**src/rtl/rc4_prga_decrypt.sv**
```systemverilog
// RC4 pseudo-random generation and decrypt stage.
//
// Runs after the KSA shuffle stage. It walks MSG_LEN bytes of ciphertext,
// advances the RC4 keystream through the shared S memory, and writes each
// plaintext byte to the decrypted-message RAM. It also reports whether every
// plaintext byte is a lowercase letter or a space, for the key-search
// controller.
//
// Memory timing: all three memories are synchronous. An address that the FSM
// registers on one clock edge is captured by the memory on the next edge, so
// its read data (s_q / enc_q) can be sampled by the FSM on the edge after
// that. Each state below registers its outputs on the edge that leaves it.
//
// state  | meaning
// -------+-----------------------------------------------------------------
// IDLE   | waiting for start, no writes
// RD_SI  | issue S[i] read and ciphertext[k] read
// WT_SI  | memory latency
// RD_SJ  | latch si and enc_byte, j += si, issue S[j] read
// WT_SJ  | memory latency
// WR_SI  | latch sj, write S[i] = sj
// WR_SJ  | write S[j] = si
// RD_F   | issue S[si+sj] read
// WT_F   | memory latency
// WR_DEC | write plaintext[k], fold byte into ok, next byte or DONE
// DONE   | finish=1, key_ok=ok, waits for rst or a new start
//
// Ports:
//   clk, rst        clock, synchronous active-high reset
//   start           begin decryption (sampled in IDLE or DONE)
//   s_address/s_data/s_wren, s_q       S memory port
//   enc_address, enc_q                 ciphertext ROM port
//   dec_address/dec_data/dec_wren      plaintext RAM port
//   finish          high in DONE
//   key_ok          valid while finish=1; all plaintext in {0x20, 0x61..0x7A}

module rc4_prga_decrypt #(
  parameter int MSG_LEN = 32,
  parameter int K_W     = 5
) (
  input  logic           clk,
  input  logic           rst,
  input  logic           start,
  output logic [7:0]     s_address,
  output logic [7:0]     s_data,
  output logic           s_wren,
  input  logic [7:0]     s_q,
  output logic [K_W-1:0] enc_address,
  input  logic [7:0]     enc_q,
  output logic [K_W-1:0] dec_address,
  output logic [7:0]     dec_data,
  output logic           dec_wren,
  output logic           finish,
  output logic           key_ok
);

  typedef enum logic [3:0] {
    IDLE, RD_SI, WT_SI, RD_SJ, WT_SJ, WR_SI, WR_SJ, RD_F, WT_F, WR_DEC, DONE
  } state_t;

  localparam logic [K_W-1:0] LAST_K = K_W'(MSG_LEN - 1);

  state_t         state;
  logic [7:0]     i;
  logic [7:0]     j;
  logic [7:0]     si;
  logic [7:0]     sj;
  logic [7:0]     enc_byte;
  logic [K_W-1:0] k;
  logic           ok;

  logic [7:0]     plain;
  logic           plain_ok;

  // In WR_DEC, s_q holds S[si+sj], the keystream byte.
  assign plain    = s_q ^ enc_byte;
  assign plain_ok = (plain == 8'h20) || ((plain >= 8'h61) && (plain <= 8'h7a));

  always_ff @(posedge clk) begin
    if (rst) begin
      state       <= IDLE;
      i           <= 8'd0;
      j           <= 8'd0;
      si          <= 8'd0;
      sj          <= 8'd0;
      enc_byte    <= 8'd0;
      k           <= '0;
      ok          <= 1'b1;
      s_address   <= 8'd0;
      s_data      <= 8'd0;
      s_wren      <= 1'b0;
      enc_address <= '0;
      dec_address <= '0;
      dec_data    <= 8'd0;
      dec_wren    <= 1'b0;
      finish      <= 1'b0;
      key_ok      <= 1'b0;
    end else begin
      // Write enables are single-cycle pulses.
      s_wren   <= 1'b0;
      dec_wren <= 1'b0;
      unique case (state)
        IDLE, DONE: begin
          if (start) begin
            i      <= 8'd1;
            j      <= 8'd0;
            k      <= '0;
            ok     <= 1'b1;
            finish <= 1'b0;
            key_ok <= 1'b0;
            state  <= RD_SI;
          end
        end
        RD_SI: begin
          s_address   <= i;
          enc_address <= k;
          state       <= WT_SI;
        end
        WT_SI: state <= RD_SJ;
        RD_SJ: begin
          si        <= s_q;
          enc_byte  <= enc_q;
          j         <= j + s_q;
          s_address <= j + s_q;
          state     <= WT_SJ;
        end
        WT_SJ: state <= WR_SI;
        WR_SI: begin
          sj        <= s_q;
          s_address <= i;
          s_data    <= s_q;
          s_wren    <= 1'b1;
          state     <= WR_SJ;
        end
        WR_SJ: begin
          // When i == j this rewrites the same location with the same value.
          s_address <= j;
          s_data    <= si;
          s_wren    <= 1'b1;
          state     <= RD_F;
        end
        RD_F: begin
          s_address <= si + sj;
          state     <= WT_F;
        end
        WT_F: state <= WR_DEC;
        WR_DEC: begin
          dec_address <= k;
          dec_data    <= plain;
          dec_wren    <= 1'b1;
          ok          <= ok & plain_ok;
          if (k == LAST_K) begin
            // finish is raised on the edge into DONE so it is visible there.
            finish <= 1'b1;
            key_ok <= ok & plain_ok;
            state  <= DONE;
          end else begin
            k     <= k + K_W'(1);
            i     <= i + 8'd1;
            state <= RD_SI;
          end
        end
        default: state <= IDLE;
      endcase
    end
  end

endmodule

```
**config.mk**
```make
export PLATFORM = sky130hd
export DESIGN_NAME = rc4_prga_decrypt
export DESIGN_NICKNAME = d
export VERILOG_FILES = /design/src/rtl/rc4_prga_decrypt.sv
export SDC_FILE = /design/constraint.sdc
export NUM_CORES = 1
export LEC_CHECK = 0
export CORE_ASPECT_RATIO = 0.7
export CORE_MARGIN = 3
export CORE_UTILIZATION = 55
export CTS_CLUSTER_DIAMETER = 50
export CTS_CLUSTER_SIZE = 24
export DETAILED_ROUTE_END_ITERATION = 8
export HOLD_SLACK_MARGIN = 0.15
export PLACE_DENSITY = 0.79
export RECOVER_POWER = 25
export SYNTH_ARGS = -nofsm -noshare
export SYNTH_HDL_FRONTEND = slang
export SYNTH_SLANG_ARGS = --single-unit
export TNS_END_PERCENT = 10
```
**constraint.sdc**
```tcl
create_clock -name clk -period 2.9 [get_ports clk]
set_clock_uncertainty 0.05 [all_clocks]
set_input_delay 0.29 -clock clk [delete_from_list [all_inputs] [get_ports clk]]
set_output_delay 0.29 -clock clk [all_outputs]
set_load 0.01 [all_outputs]
```
# Yosys cells after proc, flatten, opt, wreduce, memory -nomap -nowiden
# Index checks and enable logic that the tools add are counted.
[totals]
reg_bits = 88
output_inout_bits = 38
inputBits = 19
elab_cells = 76
[classes]
muxes = 22
magnitude_cmp = 2
addsub = 4
bitwise_logic = 2
n_reduce_logical = 14
eq_ne = 15
[ops]
columns = ["cell", "count"]
rows = [
  ["$pmux W8 S2", 3],
  ["$pmux W4 S10", 1],
  ["$pmux W8 S4", 1],
  ["$mux W8", 3],
  ["$add A8 B8 Y8", 2],
  ["$eq A4 B3 Y1 const B", 4],
  ["$eq A4 B4 Y1 const B", 3],
  ["$mux W5", 2],
  ["$pmux W5 S2", 1],
  ["$add A8 B1 Y8 const B", 1],
  ["$eq A4 B2 Y1 const B", 2],
  ["$eq A8 B6 Y1 const B", 1],
  ["$ge A8 B7 Y1 const B", 1],
  ["$le A8 B7 Y1 const B", 1],
  ["$mux W4", 2],
  ["$xor A8 B8 Y8", 1],
  ["$mux W1", 6],
  ["$ne A2 B2 Y1 const B", 3],
  ["$pmux W1 S2", 3],
  ["$reduce_and A3 Y1", 2],
  ["$reduce_bool A2 Y1", 3],
  ["$reduce_or A2 Y1", 3],
  ["$add A5 B1 Y5 const B", 1],
  ["$eq A5 B5 Y1 const B", 1],
  ["other kinds (7)", 8],
]

# Depth between registers and ports, before layout
# Gate-level depths: netlist of the first run.
[logic_depth]
word_depth = 7
depth_mapped = 9
mapped_depth_nobuf = 8

# Least setup slack after synthesis of the first run
# OpenSTA, ideal clock, no wires.
[synth_path]
path_type = "reg-to-reg"
startpoint = "reg si[0]"
endpoint = "reg s_address[6]"
path_buffers = 0
stages_incl_launch_ff = 9
arrival_time_ns = 2.193
t_required_ns = 2.755
path_slack_ns = 0.562
synth_period_minus_slack_ns = 2.338
setup_time_ns = 0.095
cell_sequence = "dfxtp_1 > ha_1 > fa_1 > a211oi_1 > o21bai_1 > a21oi_1 > xor2_1 > or4_1 > a221oi_1"
[synth_between]
elab_chain_cells = 2
[synth_rtl]
columns = ["element", "line", "text"]
rows = [
  ["from (decl)", "66", "logic [7:0] si;"],
  ["from (signal assigned)", "121", "si <= s_q;"],
  ["$add A8 B8 Y8", "143", "s_address <= si + sj;"],
  ["$pmux W8 S4", "102", "unique case (state)"],
  ["to (signal assigned)", "115", "s_address <= i;"],
  ["to (signal assigned)", "137", "s_address <= j;"],
  ["to (signal assigned)", "143", ""],
  ["to (decl)", "44", "output logic [7:0] s_address,"],
]
# No other way between the ends.
# A chain may end at the register's enable or synchronous reset.

# Worst setup path after layout of the first run
# Same ends and word-level chain as after synthesis.

==> impl_results.md, run 1 <==
* Max VDD drop at 0.000447 V
* LEAKAGE at 2.03 nW
* Critical path endpoint category: flip-flop
* Power per cell area at 592 nW/um^2
* Comb pwr share at 0.234
* Post-Place Cell Area at 5100 um^2
* Setup ws final at 412 ps
* Initial DRC count at 448
* Initial antenna violation count at 0
* DR pass1 iterations at 5
* Setup Buffers After CTS at 0
* Global-route wire length before repair at 20.5 mm
* Final Util at 0.709
* Setup TNS at 0 ps
* Area grow syn2layout at 20.6%
* Final max-slew violation count at 0
* Clock share of power at 0.336
* Sw power at 1.02 mW
* Final Net Count at 654
* Crit share post-route at 0.858
* Cell taking the most area after synthesis: dfxtp_1
* TritonCTS Buffers at 9
* Synthesized area at 4450 um^2
* Number of global-route vias before repair at 4043
* Port bufs at 56
* H-tree levels at 3
* ANT cells at 0
* Core area at 7580 um^2
* Top-count cell post-synth: nand2_1
* Fillers at 616
* Status: complete, no violations
* Synthesized instance count at 569
* Num ports at 57
* Synth warn at 0
* Die width at 114 um
* Clk_lat worst skew at 340 ps
* Post-DP HPWL at 8.89 mm
* CTS tree: built
* Via count at 4257
* Max Buffers Root-to-Sink at 2
* Die ar. at 9230 um^2
* FP Rows at 26
* Largest cells by area after synthesis: dfxtp_1 40%, nand2_1 8.0%, a21oi_1 7.9%, nor2_1 6.7%, ha_1 4.8%
* Root Driver: clkbuf_16
* Synthesized area per cell at 7.83 um^2
* Netlist cell types at 54
* Final ANT Viol Nets at 0
* Post-synth top cells: 95 x nand2_1, 88 x dfxtp_1, 79 x nor2_1
* Post-synth EDFFs at 0
* FF+latch count, synth at 88
* Start-to-end type of the worst setup path: flip-flop to flip-flop
* Worst-Margin Slew at 846 ps
* DRC viols at 0
* Net Count, Synth at 607
* WP data arrival at 2700 ps
* Largest net degree at the start of global routing at 38
* RSZ-0062 raised after global routing: false
* Slew HR at 0.435
* Asr flop ratio synth at 0
* Startpoint types: flip-flop
* Cell Int Power at 2.16 mW
* Clock Pin Slew Worst Setup and Hold Paths at 60 ps
* Max-Cap Viols at 0
* Sequential fraction of the synthesis area at 0.396
* Setup Viol. Count Final at 0
* Worst slack, placed at 319 ps
* Placer Congestion at 0.957
* Hold buffers post-CTS at 0
* Peak Freq at 402 MHz
* Layout cells sized above 1 at 0.0757
* Initial Util at 0.587
* Global route overflow at 0
* Top cell type's share of synthesized area at 0.396
* Worst EP required at 3110 ps
* Sequential power share at 0.430
* Pwr Total at 3.18 mW
* Final period demand of the worst path at 2490 ps
* Final Hold Vio Count at 0
* Commonest register cell after synthesis: dfxtp_1
* Max FO, Critical Path at 3
* Height of the die at 81.3 um
* Worst min path class: flip-flop to flip-flop
* Final std cell area, no fill at 5370 um^2
* Global Route Usage Sum at 0.282
* Vias per cell at 5.92
* Switch share at 0.321
* Final wirelength at 12.4 mm
* Routed length per placed instance at 17.2 um
* Clock sink count at 88
* Cts repair resizes at 0
registers in the layout (all words and copies together), names as in the netlist:
register,flops
dec_address,5
dec_data,8
dec_wren,1
enc_address,5
enc_byte,8
finish,1
i,8
j,8
k,5
key_ok,1
ok,1
s_address,8
s_data,8
s_wren,1
si,8
sj,8
state,4
through the flow:
step | hold slack [ps] | std cells
after detailed placement | 398 | 703
final | 405 | 719
after global placement | 393 | 703
after global routing | 428 | 719
after floorplan | 376 | 569
after CTS | 407 | 719
per-layer routing:
metal  global-route usage  vias to the layer above  routed length (um)
met5                    0                        -                   0
met4               0.0768                        0                 162
met3               0.0670                       19                 875
met2                0.421                      166                5420
met1                0.408                     2007                5900
li1                     -                     2065                   -
power by group through the flow:
stage / sequential [mW] / clock (mW) / combinational [mW]
2_1_floorplan: 1.36 / 0 / 0.518
5_1_grt: 1.38 / 1.14 / 0.823
6_report: 1.37 / 1.07 / 0.745
4_1_cts: 1.37 / 1.08 / 0.746
3_3_place_gp: 1.39 / 0 / 0.720
3_5_place_dp: 1.39 / 0 / 0.741
final cells by class:
| class | count | area [um^2] | share of cell area |
|---|---|---|---|
| Clock buffer | 9 | 225 | 0.0419 |
| Sequential cell | 88 | 1760 | 0.328 |
| Multi-Input combinational cell | 443 | 2530 | 0.471 |
| Inverter | 3 | 13.8 | 0.00256 |
| Clock inverter | 7 | 47.5 | 0.00885 |
| Timing Repair Buffer | 71 | 668 | 0.124 |
| Tap cell | 98 | 123 | 0.0228 |
critical path, stage by stage (launching register included):
cell	delay, ps
dfxtp_1	330
ha_1	240
fa_1	430
a211oi_1	330
o21bai_1	130
a21oi_1	180
xor2_1	70
or4_1	400
a221oi_1	250
cells by family (layout without fill, tap and decap cells):
family,Yosys count,in the layout,share of synthesized area
DFF,88,88,0.396
adders and majority gates,20,20,0.0590
AOI/OAI and AO/OA,148,148,0.203
muxes,6,6,0.0138
xor gates and xnor gates,29,29,0.0570
and+or+nand+nor,240,240,0.235
buffers and inverters,38,90,0.0368
worst paths after layout:
path	from	end	slack [ps]	cells past startpoint
worst max-delay path	si[0]	s_address[6]	410	8
worst min register to register	dec_address[3]	dec_address[3]	400	2
worst max register to register	si[0]	s_address[6]	410	8
worst min-delay path	dec_address[3]	dec_address[3]	400	2
cell usage in the layout, fill, tap and decap left out, types with 2 or more instances in the layout:
cell             netlist  final
a2111oi_0              2      2
a211oi_1              26     26
a21o_1                 4      4
a21oi_1               70     70
a221oi_1               2      2
a22oi_1                2      2
and3_1                 2      2
buf_4                  0     15
clkbuf_16              0      9
clkdlybuf4s50_1        0     24
clkinv_2               0      3
clkinvlp_4             0      2
dfxtp_1               88     88
dlygate4sd3_1          0     31
fa_1                   2      2
ha_1                  17     17
mux2i_1                5      5
nand2_1               95     95
nand3_1               12     12
nand3b_1               3      3
nand4_1                4      4
nor2_1                79     79
nor2_2                 2      2
nor2b_1                6      6
nor3_1                24     23
nor3_2                 2      3
o21ai_0               23     23
o21bai_1               5      5
o22ai_1                3      3
or3_1                  3      3
xnor2_1               17     17
xor2_1                12     12
Note: power is estimated with default switching activity, not from simulation.
==> run 2, diff against run 1 <==
--- a/config.mk
+++ b/config.mk
@@ -14,6 +14,7 @@
 export HOLD_SLACK_MARGIN = 0.15
 export PLACE_DENSITY = 0.79
 export RECOVER_POWER = 25
+export SETUP_SLACK_MARGIN = 0.05
 export SYNTH_ARGS = -nofsm -noshare
 export SYNTH_HDL_FRONTEND = slang
 export SYNTH_SLANG_ARGS = --single-unit
==> results of run 2 <==
The final DEF is identical to that of run 1; final timing and power are the same.
==> run 3, diff against run 2 <==
--- a/config.mk
+++ b/config.mk
@@ -12,7 +12,7 @@
 export CTS_CLUSTER_SIZE = 24
 export DETAILED_ROUTE_END_ITERATION = 8
 export HOLD_SLACK_MARGIN = 0.15
-export PLACE_DENSITY = 0.79
+export PLACE_DENSITY = 0.87
 export RECOVER_POWER = 25
 export SETUP_SLACK_MARGIN = 0.05
 export SYNTH_ARGS = -nofsm -noshare
==> run 3 against run 2 <==
Compared with the run above: wire length increased by 0.78%; final area increased by 0.26%; sequential share of layout area decreased by 0.084 points; utilization increased by 0.18 points; critical path depth unchanged; combinational power increased by 3.6%; critical path type unchanged.
==> impl_results.md, run 3 (same netlist as run 1, synthesis figures left out) <==
* Global route overflow at 0 (unchanged)
* Post-DP HPWL at 8.81 mm (-0.92%)
* Via count at 4304 (+1.1%)
* Vias per cell at 5.99 (+1.1%)
* Final max-slew violation count at 0 (unchanged)
* LEAKAGE at 2.04 nW (+0.19%)
* Die width at 114 um (unchanged)
* Clock Pin Slew Worst Setup and Hold Paths at 80 ps (+20 ps)
* Final ANT Viol Nets at 0 (unchanged)
* Worst min path class: flip-flop to flip-flop
* Largest net degree at the start of global routing at 57 (+50%)
* Final period demand of the worst path at 2550 ps (+57.3 ps)
* Global-route wire length before repair at 20.5 mm (+0.34%)
* Max-Cap Viols at 0 (unchanged)
* FP Rows at 26 (unchanged)
* Number of global-route vias before repair at 4037 (-0.15%)
* Placer Congestion at 0.905 (-5.4%)
* Reg2Reg Setup Slack at 350 ps (-60 ps)
* Height of the die at 81.3 um (unchanged)
* Sw power at 1.07 mW (+5.0%)
* Clock sink count at 88 (unchanged)
* Worst EP required at 3110 ps (about the same)
* Critical path endpoint category: flip-flop
* DRC viols at 0 (unchanged)
* Initial Util at 0.587 (unchanged)
* RSZ-0062 raised after global routing: false
* Startpoint types: flip-flop
* Max VDD drop at 0.000411 V (-8.1%)
* Switch share at 0.329 (+0.00793)
* Setup Buffers After CTS at 0 (unchanged)
* TritonCTS Buffers at 9 (unchanged)
* DR pass1 iterations at 5 (unchanged)
* Reg2reg end: s_address[6]
* Max Buffers Root-to-Sink at 2 (unchanged)
* Commonest non-fill, non-tap cells in the layout: 95 x nand2_1, 88 x dfxtp_1, 79 x nor2_1, 70 x a21oi_1, 30 x dlygate4sd3_1
* Comb pwr share at 0.237 (+0.003)
* Cell Int Power at 2.19 mW (+1.2%)
* Area grow syn2layout at 20.9%
* Power per cell area at 605 nW/um^2 (+2.2%)
* Clock share of power at 0.348 (+0.012)
* Max FO, Critical Path at 3 (unchanged)
* Setup Viol. Count Final at 0 (unchanged)
* Final Hold Vio Count at 0 (unchanged)
* Clk_lat worst skew at 350 ps (about the same)
* Final wirelength at 12.5 mm (+0.78%)
* Fillers at 599 (-2.8%)
* H-tree levels at 3 (unchanged)
* Status: complete, no violations
* Final Util at 0.710 (+0.00182)
* Peak Freq at 393 MHz (-2.3%)
* Setup TNS at 0 ps (unchanged)
* Die ar. at 9230 um^2 (unchanged)
* Port bufs at 56 (unchanged)
* Routed length per placed instance at 17.3 um (+0.78%)
* Setup crit start: si[0]
* Final Net Count at 654 (unchanged)
* Layout cells sized above 1 at 0.0757 (unchanged)
* Num ports at 57 (unchanged)
* Global Route Usage Sum at 0.285 (+0.00284)
* Crit share post-route at 0.878 (+0.0198)
* Commonest non-fill, non-tap cell in the layout: nand2_1
* Slew HR at 0.316 (-0.119)
* Root Driver: clkbuf_16
* WP data arrival at 2760 ps (+60 ps)
* Register-to-Register Path Depth at 8 (unchanged)
* Reg2reg start: si[0]
* Hold buffers post-CTS at 0 (unchanged)
* CTS tree: built
* Core area at 7580 um^2 (unchanged)
* Start-to-end type of the worst setup path: flip-flop to flip-flop
* Worst-Margin Slew at 1020 ps (+178 ps)
* Worst Setup EP: s_address[6]
* Sequential power share at 0.415 (-0.015)
* ANT cells at 0 (unchanged)
* Initial DRC count at 500 (+12%)
* Initial antenna violation count at 0 (unchanged)
* Cts repair resizes at 0 (unchanged)
[run 3: cell types whose count changed in the layout (fill, tap and decap cells not counted), sizes merged]
cell           before  now
clkdlybuf4s50      24   25
clkinv              5    2
buf                16   15
dlygate4sd3        31   30
inv                 3    6
clkbuf              9   10
[run 3: worst min-delay path by stage]
| stage | start | end | slack, ps | depth (start not counted) |
|---|---|---|---|---|
| 3_5_place_dp | dec_data[5] | dec_data[5] | 400 | 2 |
| 6_report | dec_data[5] | dec_data[5] | 400 | 2 |
| 2_1_floorplan | s_q[0] | sj[0] | 380 | 2 |
| 4_1_cts | rst | j[6] | 400 | 2 |
| 5_1_grt | dec_address[1] | dec_address[1] | 430 | 2 |
| 3_3_place_gp | s_address[0] | s_address[0] | 400 | 2 |
[run 3: worst max-delay path: stages, from the launching register on]
cell and delay, ps:
dfxtp_1 330, ha_1 240, fa_1 440, a211oi_1 330, o21bai_1 140, a21oi_1 180, xor2_1 90, or4_1 410
a221oi_1 260
[run 3: layout make-up]
cell class | count | area (um^2) | area share
clock buffer | 9 | 225 | 0.0418
clock inverter | 7 | 63.8 | 0.0118
multi-input combinational | 443 | 2530 | 0.470
sequential | 88 | 1760 | 0.327
inverter | 3 | 13.8 | 0.00256
tap | 98 | 123 | 0.0228
timing repair buffer | 71 | 666 | 0.124
[run 3: routing by layer]
layer	global-route usage	share of wire	up-vias
met5	0	0	-
met4	0.0960	0.015	0
met3	0.0573	0.096	20
met2	0.418	0.43	201
met1	0.416	0.46	2016
li1	-	-	2067
[run 3: power groups by stage]
stage / sequential, mW / clock (mW) / combinational, mW
2_1_floorplan: 1.36 / 0 / 0.518
3_3_place_gp: 1.37 / 0 / 0.742
3_5_place_dp: 1.38 / 0 / 0.760
4_1_cts: 1.35 / 1.15 / 0.768
5_1_grt: 1.36 / 1.20 / 0.849
6_report: 1.35 / 1.14 / 0.772
[run 3: per-stage QoR]
stage	area (um^2)	hold WS, ps	instances	setup WS (ps)	total power [mW]
3_5_place_dp	5100	397	703	190	2.14
6_report	5390	404	719	355	3.26
5_1_grt	5390	431	719	142	3.40
2_1_floorplan	4450	376	569	562	1.88
3_3_place_gp	5100	395	703	280	2.12
4_1_cts	5390	399	719	385	3.26
